==> src/rtl/lcd_pkg.sv <==
// Shared constants, FSM encoding and BCD helpers for the LCD temperature
// formatter and its binary-to-BCD engine.
package lcd_pkg;

    localparam logic [7:0] LCD_CMD_HOME = 8'h80;
    localparam logic [7:0] ASCII_T      = 8'h54;
    localparam logic [7:0] ASCII_EQ     = 8'h3D;
    localparam logic [7:0] ASCII_0      = 8'h30;
    localparam logic [7:0] ASCII_SP     = 8'h20;

    typedef enum logic [1:0] {
        IDLE = 2'd0,
        CONV = 2'd1,
        EMIT = 2'd2
    } state_t;

    // One shift-add-3 iteration on {bcd[11:0], bin[7:0]}.
    function automatic logic [19:0] bcd_step(input logic [19:0] sr);
        logic [19:0] a;
        a = sr;
        for (int n = 0; n < 3; n++) begin
            if (a[8+4*n +: 4] >= 4'd5)
                a[8+4*n +: 4] = a[8+4*n +: 4] + 4'd3;
        end
        return {a[18:0], 1'b0};
    endfunction

    function automatic logic [7:0] digit_char(input logic [3:0] d);
        return ASCII_0 + {4'd0, d};
    endfunction

endpackage

==> src/rtl/bin2bcd_seq.sv <==
// Iterative 8-bit binary to 3-digit BCD converter, one bit per cycle.
// Ports: clk, rst (async active-low), start/bin in; done pulse, bcd {H,T,U} out.
module bin2bcd_seq
    import lcd_pkg::*;
(
    input  logic        clk,
    input  logic        rst,
    input  logic        start,
    input  logic [7:0]  bin,
    output logic        done,
    output logic [11:0] bcd
);

    logic [19:0] sr;
    logic [2:0]  cnt;
    logic        running;

    assign bcd = sr[19:8];

    always_ff @(posedge clk or negedge rst) begin
        if (!rst) begin
            sr      <= '0;
            cnt     <= '0;
            running <= 1'b0;
            done    <= 1'b0;
        end else begin
            done <= 1'b0;
            if (start) begin
                sr      <= {12'd0, bin};
                cnt     <= '0;
                running <= 1'b1;
            end else if (running) begin
                sr  <= bcd_step(sr);
                cnt <= cnt + 3'd1;
                if (cnt == 3'd7) begin
                    running <= 1'b0;
                    done    <= 1'b1;
                end
            end
        end
    end

endmodule

==> src/rtl/lcd_temp_formatter.sv <==
// Captures a temperature sample, converts it to BCD and streams the
// 8-byte LCD frame: home cmd, 'T', '=', H, T, U, degree glyph, unit letter.
// Ports: clk, rst (async active-low), temp_value/temp_valid in;
//        char_data/char_rs/char_valid out, char_ready in; busy, frame_done out.
module lcd_temp_formatter
    import lcd_pkg::*;
#(
    parameter logic [7:0] DEG_CHAR   = 8'hDF,
    parameter logic [7:0] UNIT_CHAR  = 8'h43,
    parameter bit         LEAD_BLANK = 1'b1
) (
    input  logic       clk,
    input  logic       rst,
    input  logic [7:0] temp_value,
    input  logic       temp_valid,
    output logic [7:0] char_data,
    output logic       char_rs,
    output logic       char_valid,
    input  logic       char_ready,
    output logic       busy,
    output logic       frame_done
);

    state_t      state;
    logic [2:0]  idx;
    logic [2:0]  nidx;
    logic [3:0]  hund;
    logic [3:0]  tens;
    logic [3:0]  units;
    logic        pend_valid;
    logic [7:0]  pend_val;

    logic        accept;
    logic        last_accept;
    logic        start;
    logic [7:0]  start_val;
    logic        eng_done;
    logic [11:0] eng_bcd;
    logic        blank_h;
    logic        blank_t;
    logic [7:0]  next_byte;

    assign accept      = char_valid & char_ready;
    assign last_accept = (state == EMIT) && accept && (idx == 3'd7);
    assign nidx        = idx + 3'd1;

    // The engine starts either on a fresh strobe in IDLE or straight out
    // of a finished frame; a strobe on the final accept beats the stored one.
    always_comb begin
        start     = 1'b0;
        start_val = temp_value;
        if (state == IDLE && temp_valid) begin
            start = 1'b1;
        end else if (last_accept && (temp_valid || pend_valid)) begin
            start     = 1'b1;
            start_val = temp_valid ? temp_value : pend_val;
        end
    end

    bin2bcd_seq u_bcd (
        .clk   (clk),
        .rst   (rst),
        .start (start),
        .bin   (start_val),
        .done  (eng_done),
        .bcd   (eng_bcd)
    );

    assign blank_h = LEAD_BLANK && (hund == 4'd0);
    assign blank_t = blank_h && (tens == 4'd0);

    // Byte for the slot after the current one, loaded on accept.
    always_comb begin
        next_byte = UNIT_CHAR;
        unique case (nidx)
            3'd0: next_byte = LCD_CMD_HOME;
            3'd1: next_byte = ASCII_T;
            3'd2: next_byte = ASCII_EQ;
            3'd3: next_byte = blank_h ? ASCII_SP : digit_char(hund);
            3'd4: next_byte = blank_t ? ASCII_SP : digit_char(tens);
            3'd5: next_byte = digit_char(units);
            3'd6: next_byte = DEG_CHAR;
            3'd7: next_byte = UNIT_CHAR;
            default: next_byte = UNIT_CHAR;
        endcase
    end

    always_ff @(posedge clk or negedge rst) begin
        if (!rst) begin
            state      <= IDLE;
            idx        <= '0;
            hund       <= '0;
            tens       <= '0;
            units      <= '0;
            pend_valid <= 1'b0;
            pend_val   <= '0;
            char_data  <= '0;
            char_rs    <= 1'b0;
            char_valid <= 1'b0;
            busy       <= 1'b0;
            frame_done <= 1'b0;
        end else begin
            frame_done <= 1'b0;

            // Strobes arriving while busy land in the 1-deep pending slot.
            if (temp_valid && state != IDLE && !last_accept) begin
                pend_valid <= 1'b1;
                pend_val   <= temp_value;
            end

            unique case (state)
                IDLE: begin
                    if (temp_valid) begin
                        busy  <= 1'b1;
                        state <= CONV;
                    end
                end
                CONV: begin
                    if (eng_done) begin
                        state      <= EMIT;
                        idx        <= '0;
                        hund       <= eng_bcd[11:8];
                        tens       <= eng_bcd[7:4];
                        units      <= eng_bcd[3:0];
                        char_data  <= LCD_CMD_HOME;
                        char_rs    <= 1'b0;
                        char_valid <= 1'b1;
                    end
                end
                EMIT: begin
                    if (accept) begin
                        if (idx == 3'd7) begin
                            char_valid <= 1'b0;
                            frame_done <= 1'b1;
                            if (start) begin
                                state      <= CONV;
                                pend_valid <= 1'b0;
                            end else begin
                                state <= IDLE;
                                busy  <= 1'b0;
                            end
                        end else begin
                            idx       <= nidx;
                            char_data <= next_byte;
                            char_rs   <= 1'b1;
                        end
                    end
                end
                default: begin
                    state <= IDLE;
                end
            endcase
        end
    end

endmodule

==> config.mk <==
export PLATFORM = sky130hd
export DESIGN_NAME = lcd_temp_formatter
export DESIGN_NICKNAME = d
export VERILOG_FILES = /design/src/rtl/lcd_pkg.sv /design/src/rtl/bin2bcd_seq.sv /design/src/rtl/lcd_temp_formatter.sv
export SDC_FILE = /design/constraint.sdc
export NUM_CORES = 1
export LEC_CHECK = 0
export ABC_AREA = 0
export CORE_MARGIN = 1
export CORE_UTILIZATION = 40
export DETAILED_ROUTE_END_ITERATION = 10
export MAX_ROUTING_LAYER = met4
export PLACE_DENSITY = 0.54
export SLEW_MARGIN = 10
export SYNTH_ARGS = -nofsm -noshare
export SYNTH_HDL_FRONTEND = slang
export SYNTH_SLANG_ARGS = --single-unit
==> constraint.sdc <==
create_clock -name clk -period 2.1 [get_ports clk]
set_input_delay 0.315 -clock clk [delete_from_list [all_inputs] [get_ports clk]]
set_output_delay 0.315 -clock clk [all_outputs]
set_load 0.02 [all_outputs]
==> results.toml, run 1 <==
[outcome]
run_status = "finished with violations"
violations = "design-rule violations"

[cts]
clk_pin_slew_ns = 0.07
cts-htree-levels = 3
cts_tree = "yes"
cts_sinks = 63
cts_buffer_depth = 2
clock_latency_ns = 0.34
cts_root_buf = "clkbuf_8"
cts_buffers = 9

[critical_path]
cp.required_ns = 2.32
cp.arrival_ns = 2.15
r2r_end = "state[0]"
worstPathMaxFanout = 26
reg2reg_depth = 7
critPathCaptureType = "register"
critPathLaunchType = "register"
critPathKind = "reg -> reg"
regToRegSetupSlack_ns = 0.17
r2r-start = "idx[1]"

[detailed_routing]
drc = 1
drtAntennaViolNets = 0
drt_iter0_markers = 58
wl_um = 5770
drt_first_pass_iters = 9
avgRoutedWirePerCell_um = 13.58
num_vias = 2166
avgViaCountPerCell = 5.096

[final_layout]
diodes = 0
layout-drive-gt1-share_pct = 16.72
final_cells = 425
fin_nets = 345
post-route-cell-area_um2 = 3746
area_delta_synth_final_pct = 18.86

[timing]
slew_viol_final = 0
fmax_ghz = 0.5187
rsz0062_at_grt = "no"
period_needed_ns = 1.928
fin_skew_ns = 0.01090
post-route-period-util_pct = 91.81
relSlewSlack_pct = 59.45
hold_viol_final = 0
finalSetupTns_ns = 0
setup_violations = 0
worst_pin_slew_ns = 0.6083

[synthesis]
synth-edff-count = 0
synth_ff_type = "dfrtp_1"
synth.most_common_cell = "dfrtp_1"
synth_top_cell_area_share_pct = 50.02
synth_compound_area_share_pct = 11.39
synthSimpleGateAreaFrac_pct = 15.05
synth.distinct_cells = 37
synth_nets = 314
synthAdderAreaFrac_pct = 5.558
synth_top_family_by_area = "simple AND/OR/NAND/NOR gates"
synth_area_leader_cell = "dfrtp_1"
synthXorXnorAreaFrac_pct = 0.2779
yosysSeqAreaShare_pct = 50.02
async_flop_share_pct = 100.0
synth_warnings = 0
postSynthCellCount = 288
ys_ff_latch = 63
synth_area_um2 = 3152
avgSynthCellArea_um2 = 10.94
synthMuxAreaShare_pct = 13.30
netlist_top_cells_area = "dfrtp_1, mux2i_1, ha_1, mux2_2, o21ai_0"
synth_common_cells = "dfrtp_1, mux2i_1, nand2_1"

[power]
p_total_mw = 5.257
powerDensity_nw_per_um2 = 1403
leakagePower_nw = 1.693
ir_drop_mv = 0.5276

[hold_path]
hp-class = "reg -> reg"
min_from = "char_rs"
holdPathStages = 2
hold_path_end = "char_rs"

[placed_design]
post-dp-hpwl_um = 4007
postPlaceCellArea_um2 = 3515
place_congestion = 0.7462
io_buffers = 23
dp.cells = 409

[global_routing]
track_usage_pct = 16.61
grt_first_pass_wirelength_um = 10570
overflow = 0
grt_max_degree = 41
antenna_found_initial = 0
grt_pass1_vias = 2273

[die]
start_util_pct = 41.00
coreArea_um2 = 7687
io_pins = 24
die_w_um = 90.77
die_area_um2 = 8238
die_h_um = 90.77
rows = 32

[flow_run]
maxCapViolCount = 0
==> cell families (layout without fill, tap and decap cells) <==
logic type / after synthesis / count (layout)
AND/OR/NAND/NOR: 86 / 86
flip-flops: 63 / 63
AO/OA/AOI/OAI: 57 / 57
multiplexers: 40 / 40
buffers and inverters: 27 / 62
adder cells (fa/ha/maj): 14 / 14
XOR/XNOR: 1 / 1
==> state kept, by name, summed over array words and instances, names as in the netlist <==
name and cells:
u_bcd.sr 20, u_bcd.running 1, idx 3, frame_done 1, state 2, busy 1, char_valid 1, hund 4
u_bcd.done 1, u_bcd.cnt 3, char_data 8, pend_valid 1, char_rs 1, tens 4, pend_val 8, units 4
==> cells in the final DEF (no fill, tap or decap) <==
cell,instances
clkbuf_8,13
o31ai_1,1
a22o_1,1
nor4_1,3
or2_2,1
a211oi_1,1
mux2_2,15
nand4b_4,1
ha_1,14
dfrtp_1,63
nand3b_1,2
bufinv_16,1
nor2_1,13
nand3_1,16
xnor2_1,1
a211oi_2,2
buf_12,2
a221o_1,1
and2_0,1
a21oi_1,13
a31oi_1,7
nand2b_1,12
nand2_1,24
nor2_4,2
o21ai_0,20
a221oi_1,1
inv_1,13
buf_2,1
buf_4,8
a21o_1,1
a22oi_1,3
clkinvlp_4,1
clkdlybuf4s50_1,22
mux2i_1,25
dlygate4sd3_1,1
or3b_2,6
nor3_2,1
o2bb2ai_1,5
o22a_1,1
nor3b_1,4
==> worst max-delay path: stages, from the launching register on <==
cell	delay (ns)
dfrtp_1	0.43
ha_1	0.20
ha_1	0.21
inv_1	0.18
nor2_4	0.08
o22a_1	0.25
buf_12	0.17
or2_2	0.29
==> how the worst max path moves through the flow <==
| stage | to | startpoint |
|---|---|---|
| global placement | pend_val[6] | idx[1] |
| detailed placement | pend_val[0] | idx[1] |
| global route | char_data[4] | idx[1] |
| finish | state[0] | idx[1] |
| floorplan | state[0] | idx[0] |
| CTS | pend_val[0] | idx[1] |
==> power breakdown <==
| group | switching [mW] | internal, mW | leakage (nW) |
|---|---|---|---|
| Combinational | 1.02 | 1.03 | 0.796 |
| Clock | 0.454 | 0.672 | 0.108 |
| Sequential | 0.390 | 1.69 | 0.790 |
==> per-layer routing <==
metal	part of all wire, %	track usage [%]	up-vias
li1	-	-	1082
met1	50	20.90	1048
met2	46	25.51	26
met3	2.6	3.872	10
met4	1.6	7.392	0
met5	0	-	-
==> through the flow <==
stage / util (%) / hold WS (ns) / setup WS [ns]
2_1_floorplan: - / 0.01941 / 0.2980
3_3_place_gp: 45.72 / 0.3525 / 0.1866
3_5_place_dp: 45.72 / 0.3601 / 0.1602
4_1_cts: 48.67 / 0.4854 / 0.1271
5_1_grt: 48.73 / 0.5092 / 0.02374
6_report: 48.73 / 0.4794 / 0.1720
==> layout make-up <==
| cell class | count | area [um^2] |
|---|---|---|
| repair buffers | 34 | 335.3 |
| fillers | 731 | 3941 |
| well taps | 102 | 127.6 |
| multi-input cells | 198 | 1441 |
| inverters | 13 | 48.80 |
| clock inverters | 2 | 37.54 |
| flip-flops and latches | 63 | 1577 |
| clock buffers | 13 | 178.9 |
==> what timing repair did <==
action,CTS,global route
endpoints found under the hold margin,23,0
hold buffers,1,0
buffers inserted,0,0
setup endpoints to repair,0,2
gates resized for setup,0,1
Note: power is estimated with default switching activity, not from simulation.
==> inputs of run 2 (changes only) <==
- ABC_AREA: 0 -> not set
- RECOVER_POWER: not set -> 50
==> run 2 against run 1 <==
The run still ends with design-rule violations left. Critical path depth unchanged. Worst hold slack unchanged. Count of clock-buffer cells in the layout unchanged. Die area unchanged. Wire length up 0.38%. Cell count unchanged. Worst setup slack worse by 0.0011 ns. Non-clock buffer count unchanged. Sequential power about the same. Flip-flop and latch count unchanged.
==> results.toml, run 2 (synthesis results as in run 1) <==
[die]
die_w_um = 90.77
die_h_um = 90.77
die_area_um2 = 8238
start_util_pct = 41.00
rows = 32
io_pins = 24
coreArea_um2 = 7687

[power]
powerDensity_nw_per_um2 = 1405
power_frac_seq_pct = 39.7
leakagePower_nw = 1.690
p_int_mw = 3.392
pwr-share-comb_pct = 38.9
pwr-share-clk_pct = 21.4
ir_drop_mv = 0.5273
switchingPower_mw = 1.865
swShare_pct = 35.48

[cts]
cts_buffers = 9
clock_latency_ns = 0.34
cts-htree-levels = 3
cts_buffer_depth = 2
cts_tree = "yes"
clk_pin_slew_ns = 0.07
postCtsSetupRepairBufs = 0
cts_sinks = 63
cts_root_buf = "clkbuf_8"

[timing]
rsz0062_at_grt = "no"
relSlewSlack_pct = 2.388
period_needed_ns = 1.929
slew_viol_final = 0
hold_viol_final = 0
post-route-period-util_pct = 91.86
setup_violations = 0
fmax_ghz = 0.5184
worst_pin_slew_ns = 1.464
finalSetupTns_ns = 0
fin_skew_ns = 0.01101

[critical_path]
cp.arrival_ns = 2.15
r2r-start = "idx[1]"
critPathMaxStageDelay_ns = 0.43
regToRegSetupSlack_ns = 0.17
critPathCaptureType = "register"
path_common_cell = "ha_1"
critPathLaunchType = "register"
slowest_stage = "dfrtp_1"
cp.required_ns = 2.32
worstPathMaxFanout = 26
reg2reg_depth = 7
crit_chain = "ha_1 > ha_1 > inv_1 > nor2_4 > o22a_1 > buf_12 > or2_2"
critPathKind = "reg -> reg"
r2r_end = "state[0]"

[final_layout]
layout_common_cells = "dfrtp_1, mux2i_1, nand2_1"
diodes = 0
largest_reg_flops = 20
mostFrequentLayoutCell = "dfrtp_1"
fill_cells = 732
largestRegisters = "u_bcd.sr (20), char_data (8), pend_val (8)"
final_cells = 425
area_delta_synth_final_pct = 18.74
top_register = "u_bcd.sr"
layout-drive-gt1-share_pct = 16.41
fin_nets = 345

[global_routing]
gr-usage-met2_pct = 25.51
grt_max_degree = 41
grtUsageMet3_pct = 3.872
grtUsageMet1_pct = 20.90
track_usage_pct = 16.61
overflow = 0
antenna_found_initial = 0
grt_pass1_vias = 2273
busiest_layer = "met2"
grt_first_pass_wirelength_um = 10570

[hold_path]
holdPathStages = 2
min_from = "char_rs"
hold_path_end = "char_rs"
hp-class = "reg -> reg"

[detailed_routing]
drc = 1
avgRoutedWirePerCell_um = 13.63
avgViaCountPerCell = 5.092
drtAntennaViolNets = 0
num_vias = 2164
drt_first_pass_iters = 7
wl_um = 5792
drt_iter0_markers = 58

[placed_design]
io_buffers = 23
post-dp-hpwl_um = 4007
place_congestion = 0.7462
dp.cells = 409

[flow_run]
maxCapViolCount = 0

[outcome]
violations = "design-rule violations"
run_status = "finished with violations"
[run 2: changes by cell type in the layout (fill, tap and decap cells not counted)]
cell / delta
buf_2: -1
buf_4: -1
clkbuf_1: +1
clkbuf_2: +1
[run 2: power by group through the flow]
stage	sequential [mW]	combinational, mW	clock [mW]
finish	2.09	2.05	1.13
detailed placement	2.11	2.05	0
floorplan	2.08	1.48	0
global placement	2.10	2.02	0
global route	2.18	2.32	1.22
CTS	2.09	2.07	1.16
[run 2: worst max path at each step]
| stage | startpoint | endpoint |
|---|---|---|
| 2_1_floorplan | idx[0] | state[0] |
| 3_3_place_gp | idx[1] | pend_val[6] |
| 3_5_place_dp | idx[1] | pend_val[0] |
| 4_1_cts | idx[1] | pend_val[0] |
| 5_1_grt | idx[1] | char_data[4] |
| 6_report | idx[1] | state[0] |
[run 2: area by class of cell]
| cell class | count | area, um^2 | area share, % |
|---|---|---|---|
| clock inverters | 2 | 37.54 | 1.003 |
| well taps | 102 | 127.6 | 3.410 |
| repair buffers | 34 | 331.6 | 8.860 |
| clock buffers | 13 | 178.9 | 4.781 |
| flip-flops and latches | 63 | 1577 | 42.13 |
| inverters | 13 | 48.80 | 1.304 |
| multi-input cells | 198 | 1441 | 38.52 |
[run 2: stage by stage]
stage / hold WS (ns) / total power, mW / worst slack, ns / cell area (um^2) / util, %
global placement: 0.3525 / 4.126 / 0.1866 / 3515 / 45.72
detailed placement: 0.3601 / 4.164 / 0.1602 / 3515 / 45.72
finish: 0.4794 / 5.257 / 0.1708 / 3742 / 48.68
floorplan: 0.01941 / 3.562 / 0.2980 / 3152 / -
global route: 0.5092 / 5.719 / 0.02374 / 3742 / 48.68
CTS: 0.4854 / 5.322 / 0.1271 / 3741 / 48.67
[run 2: what timing repair did]
action                                  CTS  global route
endpoints found under the setup margin    0             2
gates resized for setup                   0             1
hold buffers                              1             0
endpoints found under the hold margin    23             0
[run 2: routing by layer]
metal | vias up | part of all wire [%]
li1 | 1082 | -
met1 | 1046 | 50
met2 | 26 | 46
met3 | 10 | 2.6
met4 | 0 | 1.6
met5 | - | 0
[run 2: worst max-delay path: cells and delay by family (launching register included)]
| family | cells | cell delay, ns |
|---|---|---|
| DFF | 1 | 0.43 |
| adders and majority gates | 2 | 0.41 |
| AOI/OAI and AO/OA | 1 | 0.25 |
| and+or+nand+nor | 2 | 0.37 |
| buffers and inverters | 2 | 0.35 |
